File: config.mk
export PLATFORM = sky130hd
export DESIGN_NAME = setpoint_editor
export DESIGN_NICKNAME = d
export VERILOG_FILES = /design/src/rtl/setpoint_editor.sv
export SDC_FILE = /design/constraint.sdc
export NUM_CORES = 1
export LEC_CHECK = 0
export ABC_CLOCK_PERIOD_IN_PS = 9800
export CAP_MARGIN = 0
export CORE_MARGIN = 1.5
export CORE_UTILIZATION = 45
export DETAILED_ROUTE_END_ITERATION = 10
export PLACE_DENSITY = 0.61
export RECOVER_POWER = 50
export SLEW_MARGIN = 25
export SYNTH_ARGS = -nofsm -noshare
export SYNTH_HDL_FRONTEND = slang
export SYNTH_SLANG_ARGS = --single-unit
File: constraint.sdc
create_clock -name clk -period 9.8 [get_ports clk]
set_input_delay 1.96 -clock clk [delete_from_list [all_inputs] [get_ports clk]]
set_output_delay 1.96 -clock clk [all_outputs]
set_load 0.02 [all_outputs]
File: src/rtl/setpoint_editor.sv
`timescale 1ns/1ps
// Setpoint editor: debounced 5-button UI that edits an 8-digit decimal setpoint
// digit by digit, with saturating arithmetic, idle timeout and a one-cycle commit pulse.
module setpoint_editor #(
  parameter int unsigned CLK_HZ          = 50_000_000,
  parameter int unsigned DEBOUNCE_CYCLES = 1_000_000,
  parameter int unsigned TIMEOUT_CYCLES  = 500_000_000,
  parameter logic [31:0] MAX_VALUE       = 32'd99_999_999,
  parameter logic [31:0] INIT_SETPOINT   = 32'd25
) (
  input  logic        clk,
  input  logic        rst,
  input  logic        btn_up,
  input  logic        btn_down,
  input  logic        btn_left,
  input  logic        btn_right,
  input  logic        btn_center,
  input  logic [31:0] live_value,
  output logic [31:0] n,
  output logic [2:0]  blink,
  output logic        blink_ena,
  output logic [31:0] setpoint,
  output logic        commit,
  output logic        editing
);

  localparam int unsigned DW = (DEBOUNCE_CYCLES > 1) ? $clog2(DEBOUNCE_CYCLES) : 1;
  localparam int unsigned TW = (TIMEOUT_CYCLES > 1) ? $clog2(TIMEOUT_CYCLES) : 1;
  localparam logic [DW-1:0] DEB_LAST = DW'(DEBOUNCE_CYCLES - 1);
  localparam logic [TW-1:0] TMO_LAST = TW'(TIMEOUT_CYCLES - 1);

  localparam int unsigned B_RIGHT  = 0;
  localparam int unsigned B_LEFT   = 1;
  localparam int unsigned B_DOWN   = 2;
  localparam int unsigned B_UP     = 3;
  localparam int unsigned B_CENTER = 4;

  if (CLK_HZ == 0 || DEBOUNCE_CYCLES == 0 || TIMEOUT_CYCLES == 0) begin : g_bad_params
    $error("setpoint_editor: CLK_HZ, DEBOUNCE_CYCLES and TIMEOUT_CYCLES must be non-zero");
  end

  typedef enum logic {S_VIEW, S_EDIT} state_e;

  logic [4:0]    btn_raw;
  logic [4:0]    sync1_q, sync2_q;
  logic [4:0]    deb_q, deb_d;
  logic [DW-1:0] cnt_q [5];
  logic [DW-1:0] cnt_d [5];
  logic [4:0]    press_q;

  state_e        state_q, state_d;
  logic [31:0]   working_q, working_d;
  logic [2:0]    cursor_q, cursor_d;
  logic [TW-1:0] timer_q, timer_d;
  logic [31:0]   setpoint_q, setpoint_d;
  logic          commit_q, commit_d;
  logic [31:0]   n_q, n_d;
  logic [31:0]   step;
  logic [32:0]   up_sum;

  assign btn_raw = {btn_center, btn_up, btn_down, btn_left, btn_right};

  function automatic logic [31:0] step_of(input logic [2:0] c);
    case (c)
      3'd0:    return 32'd1;
      3'd1:    return 32'd10;
      3'd2:    return 32'd100;
      3'd3:    return 32'd1_000;
      3'd4:    return 32'd10_000;
      3'd5:    return 32'd100_000;
      3'd6:    return 32'd1_000_000;
      default: return 32'd10_000_000;
    endcase
  endfunction

  // Debounced level flips on the DEBOUNCE_CYCLES-th consecutive differing sample.
  always_comb begin
    deb_d = deb_q;
    for (int unsigned i = 0; i < 5; i++) begin
      cnt_d[i] = '0;
      if (sync2_q[i] != deb_q[i]) begin
        if (cnt_q[i] == DEB_LAST) deb_d[i] = sync2_q[i];
        else                      cnt_d[i] = cnt_q[i] + 1'b1;
      end
    end
  end

  always_ff @(posedge clk or posedge rst) begin
    if (rst) begin
      sync1_q <= '0;
      sync2_q <= '0;
      deb_q   <= '0;
      press_q <= '0;
      for (int unsigned i = 0; i < 5; i++) cnt_q[i] <= '0;
    end else begin
      sync1_q <= btn_raw;
      sync2_q <= sync1_q;
      deb_q   <= deb_d;
      press_q <= deb_d & ~deb_q;
      for (int unsigned i = 0; i < 5; i++) cnt_q[i] <= cnt_d[i];
    end
  end

  assign step   = step_of(cursor_q);
  assign up_sum = {1'b0, working_q} + {1'b0, step};

  always_comb begin
    state_d    = state_q;
    working_d  = working_q;
    cursor_d   = cursor_q;
    timer_d    = timer_q;
    setpoint_d = setpoint_q;
    commit_d   = 1'b0;
    case (state_q)
      S_VIEW: begin
        if (press_q[B_CENTER]) begin
          state_d   = S_EDIT;
          working_d = setpoint_q;
          cursor_d  = '0;
          timer_d   = '0;
        end
      end
      S_EDIT: begin
        timer_d = timer_q + 1'b1;
        // The if-chain order is the event priority; center also beats a same-cycle timeout.
        if (press_q[B_CENTER]) begin
          setpoint_d = working_q;
          commit_d   = 1'b1;
          state_d    = S_VIEW;
          timer_d    = '0;
        end else if (press_q[B_UP]) begin
          working_d = (up_sum > {1'b0, MAX_VALUE}) ? MAX_VALUE : up_sum[31:0];
          timer_d   = '0;
        end else if (press_q[B_DOWN]) begin
          working_d = (working_q >= step) ? working_q - step : '0;
          timer_d   = '0;
        end else if (press_q[B_LEFT]) begin
          cursor_d = cursor_q + 3'd1;
          timer_d  = '0;
        end else if (press_q[B_RIGHT]) begin
          cursor_d = cursor_q - 3'd1;
          timer_d  = '0;
        end else if (timer_q == TMO_LAST) begin
          state_d = S_VIEW;
          timer_d = '0;
        end
      end
      default: state_d = S_VIEW;
    endcase
    n_d = (state_d == S_EDIT) ? working_d : live_value;
  end

  always_ff @(posedge clk or posedge rst) begin
    if (rst) begin
      state_q    <= S_VIEW;
      working_q  <= '0;
      cursor_q   <= '0;
      timer_q    <= '0;
      setpoint_q <= INIT_SETPOINT;
      commit_q   <= 1'b0;
      n_q        <= '0;
    end else begin
      state_q    <= state_d;
      working_q  <= working_d;
      cursor_q   <= cursor_d;
      timer_q    <= timer_d;
      setpoint_q <= setpoint_d;
      commit_q   <= commit_d;
      n_q        <= n_d;
    end
  end

  assign n         = n_q;
  assign setpoint  = setpoint_q;
  assign commit    = commit_q;
  assign editing   = (state_q == S_EDIT);
  assign blink_ena = editing;
  assign blink     = editing ? cursor_q : '0;

endmodule
* After elaboration in Yosys (flattened, before gate mapping)
Index checks and enable logic that the tools add are counted.
** Word-level totals
- Bits in registers :: 250
- Output and inout port bits :: 70
** Cells by class
- $add $sub $neg :: 10
- Magnitude comparators :: 2
- Equal/unequal tests :: 22
- Multiplexer cells :: 54
- Bitwise logic cells :: 3
- Reduce and logical (&&, ||, !) cells :: 3
** Operator list (number)
- $mux W32 :: 7
- $mux W29 :: 7
- $mux W20 :: 10
- $pmux W24 S7 :: 1
- $add A20 B1 Y20 const B :: 5
- $eq A20 B20 Y1 const B :: 5
- $pmux W32 S2 :: 1
- $pmux W29 S2 :: 1
- $add A32 B32 Y33 :: 1
- $gt A33 B27 Y1 const B :: 1
- $ge A32 B32 Y1 :: 1
- $sub A32 B32 Y32 :: 1
- $add A29 B1 Y29 const B :: 1
- $eq A29 B29 Y1 const B :: 1
- $mux W3 :: 7
- $mux W1 :: 18
- $eq A3 B3 Y1 const B :: 3
- $ne A2 B2 Y1 const B :: 4
- $eq A3 B2 Y1 const B :: 2
- $pmux W3 S2 :: 1
- $and A5 B5 Y5 :: 1
- $ne A1 B1 Y1 :: 5
- $not A5 Y5 :: 1
- $reduce_and A5 Y1 :: 1
- other kinds (8) :: 8

* Depth between registers and ports, before layout
- Word-level depth :: 9
- Gate-level depth with buffers :: 22
- Mapped depth without buffers :: 20

* Worst setup path before layout
No wires, ideal clock.
- Kind :: register to register
- From :: reg cursor_q[2]
- To :: reg n_q[4] (netlist: n[4])
- Library setup time :: 0.095 ns
- Arrival :: 4.688 ns
- Data required time :: 9.705 ns
- Path slack :: 5.016 ns
- Stages on the path, launching flop included :: 21
- Buffers on the path :: 3
- Period minus slack after synthesis :: 4.784 ns
- Cells stage by stage :: dfrtp_1 > clkbuf_1 > inv_1 > ha_1 > or4_1 > clkbuf_1 > nand2_1 > or2_2 > ha_1 > buf_4 > nor2b_1 > a21oi_1 > a211oi_1 > o31ai_1 > a21oi_2 > xor2_1 > nand4_1 > or3_4 > o21ai_4 > a211oi_1 > o31ai_1
** On the way
- Cells in the longest elaborated chain, start to end :: 9
** RTL lines
- start: declaration :: line 53 : logic [2:0] cursor_q, cursor_d;
- start signal: assignment :: line 165 : cursor_q <= cursor_d;
- $eq A3 B3 Y1 (tied with other cells) :: line 64 : case (c)
- $pmux W24 S7 * :: line 64
- $add A32 B32 Y33 (tied with other cells) :: line 105 : assign up_sum = {1'b0, working_q} + {1'b0, step};
- $gt A33 B27 Y1 / $mux W32 (equally long branches) :: line 132, 135
- $mux W32, on equally long branches :: line 132, 134
- $mux W32 * :: line 131 : end else if (press_q[B_UP]) begin
- $mux W32 * :: line 126 : if (press_q[B_CENTER]) begin
- $pmux W32 S2 * :: line 114 : case (state_q)
- $mux W32 * :: line 150 : n_d = (state_d == S_EDIT) ? working_d : live_value;
- via n_d[4] :: line 57 : logic [31:0] n_q, n_d;
- end signal: assignment :: line 169 : n_q <= n_d;
- end: declaration :: line 57
Mark *: on every way through the listed nets, which the timed path passes. The rest lies on a longest branch.
A chain may end at the register's enable or synchronous reset.

==> impl_metrics.env <==
export IMPL_syn_area_sq_um=15400
export IMPL_place_congestion=0.967
export IMPL_violations="capacitance limit, slew limit"
export IMPL_comb_power_share_pct=3.6
export IMPL_final_common_cell="dfrtp_1"
export IMPL_fmax_mhz=158
export IMPL_critPathKind="input port to async pin"
export IMPL_vdd_drop_max_mv=0.160
export IMPL_min_path_cells=0
export IMPL_die_h_um=188
export IMPL_final_cells=2234
export IMPL_min_path_type="flop to flop"
export IMPL_area_delta_synth_final_pct=16.2
export IMPL_dieArea_sq_um=35300
export IMPL_cp_start_kind="input port"
export IMPL_hold_buffers=0
export IMPL_die_w_um=188
export IMPL_dr_pass1_iters=5
export IMPL_cts_tree="built"
export IMPL_critPathSlowestCell="clkinvlp_2"
export IMPL_fin_crit_sh_pct=64.5
export IMPL_antenna_found_initial=1
export IMPL_vias=13000
export IMPL_grt_pass1_wl_um=69900
export IMPL_clockPowerShare_pct=50.4
export IMPL_cts_htree_levels=1
export IMPL_synth_edf_count=0
export IMPL_holdCritStartpoint="sync1_q[4]"
export IMPL_p_sw_share_pct=22.3
export IMPL_cts_root_buf="clkbuf_16"
export IMPL_power_switching_mw=0.512
export IMPL_clock_latency_ns=0.58
export IMPL_cts_setup_buffers=0
export IMPL_drt_wirelength_per_cell_um=19.6
export IMPL_final_layout_size_suffix_gt1_share_pct=8.96
export IMPL_postRouteAntennaNets=0
export IMPL_synth_nets=1784
export IMPL_grt_overflow=0
export IMPL_place_ws_ns=3.82
export IMPL_synth_seq_cells=250
export IMPL_r2r_slack_ns=3.63
export IMPL_num_rows=67
export IMPL_cts_sinks=250
export IMPL_synth_distinct_cells=83
export IMPL_nNetsFinal=1863
export IMPL_layout_setup_ws_ns=3.48
export IMPL_status="finished with violations"
export IMPL_pwr_share_seq_pct=46.0
export IMPL_worstPathCellList="dlygate4sd3_1 -> clkinvlp_2 -> buf_4"
export IMPL_most_common_layout_cells="246 x dfrtp_1, 189 x nor2_1, 135 x nand2_1"
export IMPL_drc=0
export IMPL_relSlewSlack_pct=-295
export IMPL_grt_usage_pct=24.7
export IMPL_drv_slew=228
export IMPL_cp_top_family="buffers and inverters"
export IMPL_core_sq_um=33500
export IMPL_hpwl_um=31400
export IMPL_fin_crit_ns=6.32
export IMPL_hold_viol=0
export IMPL_max_stage_delay_ns=3.27
export IMPL_r2r_start="cursor_q[0]"
export IMPL_seq_area_frac_synth_pct=40.7
export IMPL_min_to="sync2_q[4]"
export IMPL_viasPerCell=5.82
export IMPL_setup_viol=0
export IMPL_worstPathArrival_ns=6.89
export IMPL_cts_resized_gates=0
export IMPL_max_clock_path_buffers=3
export IMPL_timing_rr_end="n[21]"
export IMPL_synthFlopType="dfrtp_1"
export IMPL_wirelength_um=43900
export IMPL_fin_worst_skew_ns=0.0137
export IMPL_clk_pin_slew_ns=0.07
export IMPL_numCtsBuffers=28
export IMPL_tns_ns=0
export IMPL_setup_worst_path_end_class="async pin"
export IMPL_fillCellCount=3116
export IMPL_cp_num_buf_inv=3
export IMPL_grt_max_degree=132
export IMPL_tightest_slew_ns=5.90
export IMPL_portBuffers=108
export IMPL_synthArstFlopShare_pct=100
export IMPL_reg2reg_depth=16
export IMPL_synthesis_area_per_instance_sq_um=9.13
export IMPL_p_leak_nw=7.64
export IMPL_worstPathRequired_ns=10.37
export IMPL_start_util_pct=45.8
export IMPL_ios=109
export IMPL_yosys_warnings=0
export IMPL_internal_power_mw=1.78
export IMPL_grt_pass1_vias=12622
export IMPL_drt_iter0_drc=850
export IMPL_utilization_pct=53.2
export IMPL_cap_violations=4
export IMPL_power_total_mw=2.30
export IMPL_rsz0062_at_grt="false"
export IMPL_synthCells=1684
export IMPL_cellPowerDensity_nw_per_um2=129
export IMPL_cp_max_fo=131
export IMPL_numPlacedInstances=2181
==> cell usage after synthesis (16+ instances only) <==
master / count / area share [%]
o21ai_0: 94 / 3.1
xnor2_1: 63 / 3.6
mux2i_1: 25 / 1.6
a21oi_1: 83 / 2.7
clkbuf_1: 53 / 1.3
o22ai_1: 16 / 0.65
nor4_1: 17 / 0.69
ha_1: 59 / 4.8
mux2_2: 61 / 4.5
nor2_1: 190 / 4.6
nor2b_1: 25 / 1.0
and3_1: 44 / 1.8
nand3_1: 60 / 2.0
o31ai_1: 22 / 1.1
nand4_1: 27 / 1.1
or3_1: 32 / 1.3
dfrtp_1: 247 / 40
nand2_1: 135 / 3.3
inv_1: 56 / 1.4
nor3_1: 41 / 1.3
xor2_1: 70 / 4.0
==> flip-flops by register name, indices dropped and copies added (netlist names), 3 cells and up <==
signal     count
n             32
sync1_q        5
timer_q       29
press_q        5
setpoint      32
cnt_q        100
deb_q          5
sync2_q        5
cursor_q       3
working_q     32
==> metal layers <==
layer  track usage (%)  share of wire [%]  routed length (um)
met1              33.1                 44               19300
met2              40.6                 47               20700
met3              4.06                5.3                2320
met4              8.68                3.5                1560
met5                 0                  0                   0
==> logic make-up after synthesis <==
| group | after synthesis | synth area share [%] |
|---|---|---|
| adders and majority gates | 61 | 5.06 |
| and+or+nand+nor | 656 | 21.5 |
| DFF | 250 | 40.7 |
| xor gates and xnor gates | 133 | 7.58 |
| muxes | 86 | 6.10 |
| buffers and inverters | 131 | 3.34 |
| AOI/OAI and AO/OA | 367 | 15.7 |
==> cell type report <==
cell class                      count  area, sq um  share of cell area [%]
Multi-Input combinational cell   1303         8600                    48.2
Sequential cell                   250         6260                    35.1
Timing Repair Buffer              124         1190                    6.69
Clock buffer                       32          736                    4.12
Tap cell                          448          561                    3.14
Clock inverter                     20          290                    1.63
Inverter                           56          211                    1.18
Antenna cell                        1         2.50                  0.0140
==> per-stage QoR <==
step | cell area [sq um] | hold WS (ns)
final | 17900 | 0.344
after global routing | 17800 | 0.365
after CTS | 17900 | 0.347
after detailed placement | 16800 | 0.335
after global placement | 16800 | 0.335
after floorplan | 15400 | 0.331
==> worst max path at each step <==
| stage | from | endpoint | cells past startpoint |
|---|---|---|---|
| CTS | cursor_q[0] | n[21] | 16 |
| global route | rst | blink_ena | 3 |
| global placement | cursor_q[0] | n[21] | 16 |
| floorplan | rst | blink_ena | 1 |
| detailed placement | cursor_q[0] | n[21] | 16 |
| finish | rst | blink_ena | 3 |
==> power groups by stage <==
stage | Sequential, mW | Clock, mW | Combinational (mW)
after floorplan | 1.08 | 0 | 0.0355
after global placement | 1.07 | 0 | 0.0860
after detailed placement | 1.07 | 0 | 0.0865
after CTS | 1.06 | 1.19 | 0.0867
after global routing | 1.06 | 1.23 | 0.0927
final | 1.06 | 1.16 | 0.0831
(Power assumes the default switching activity.)
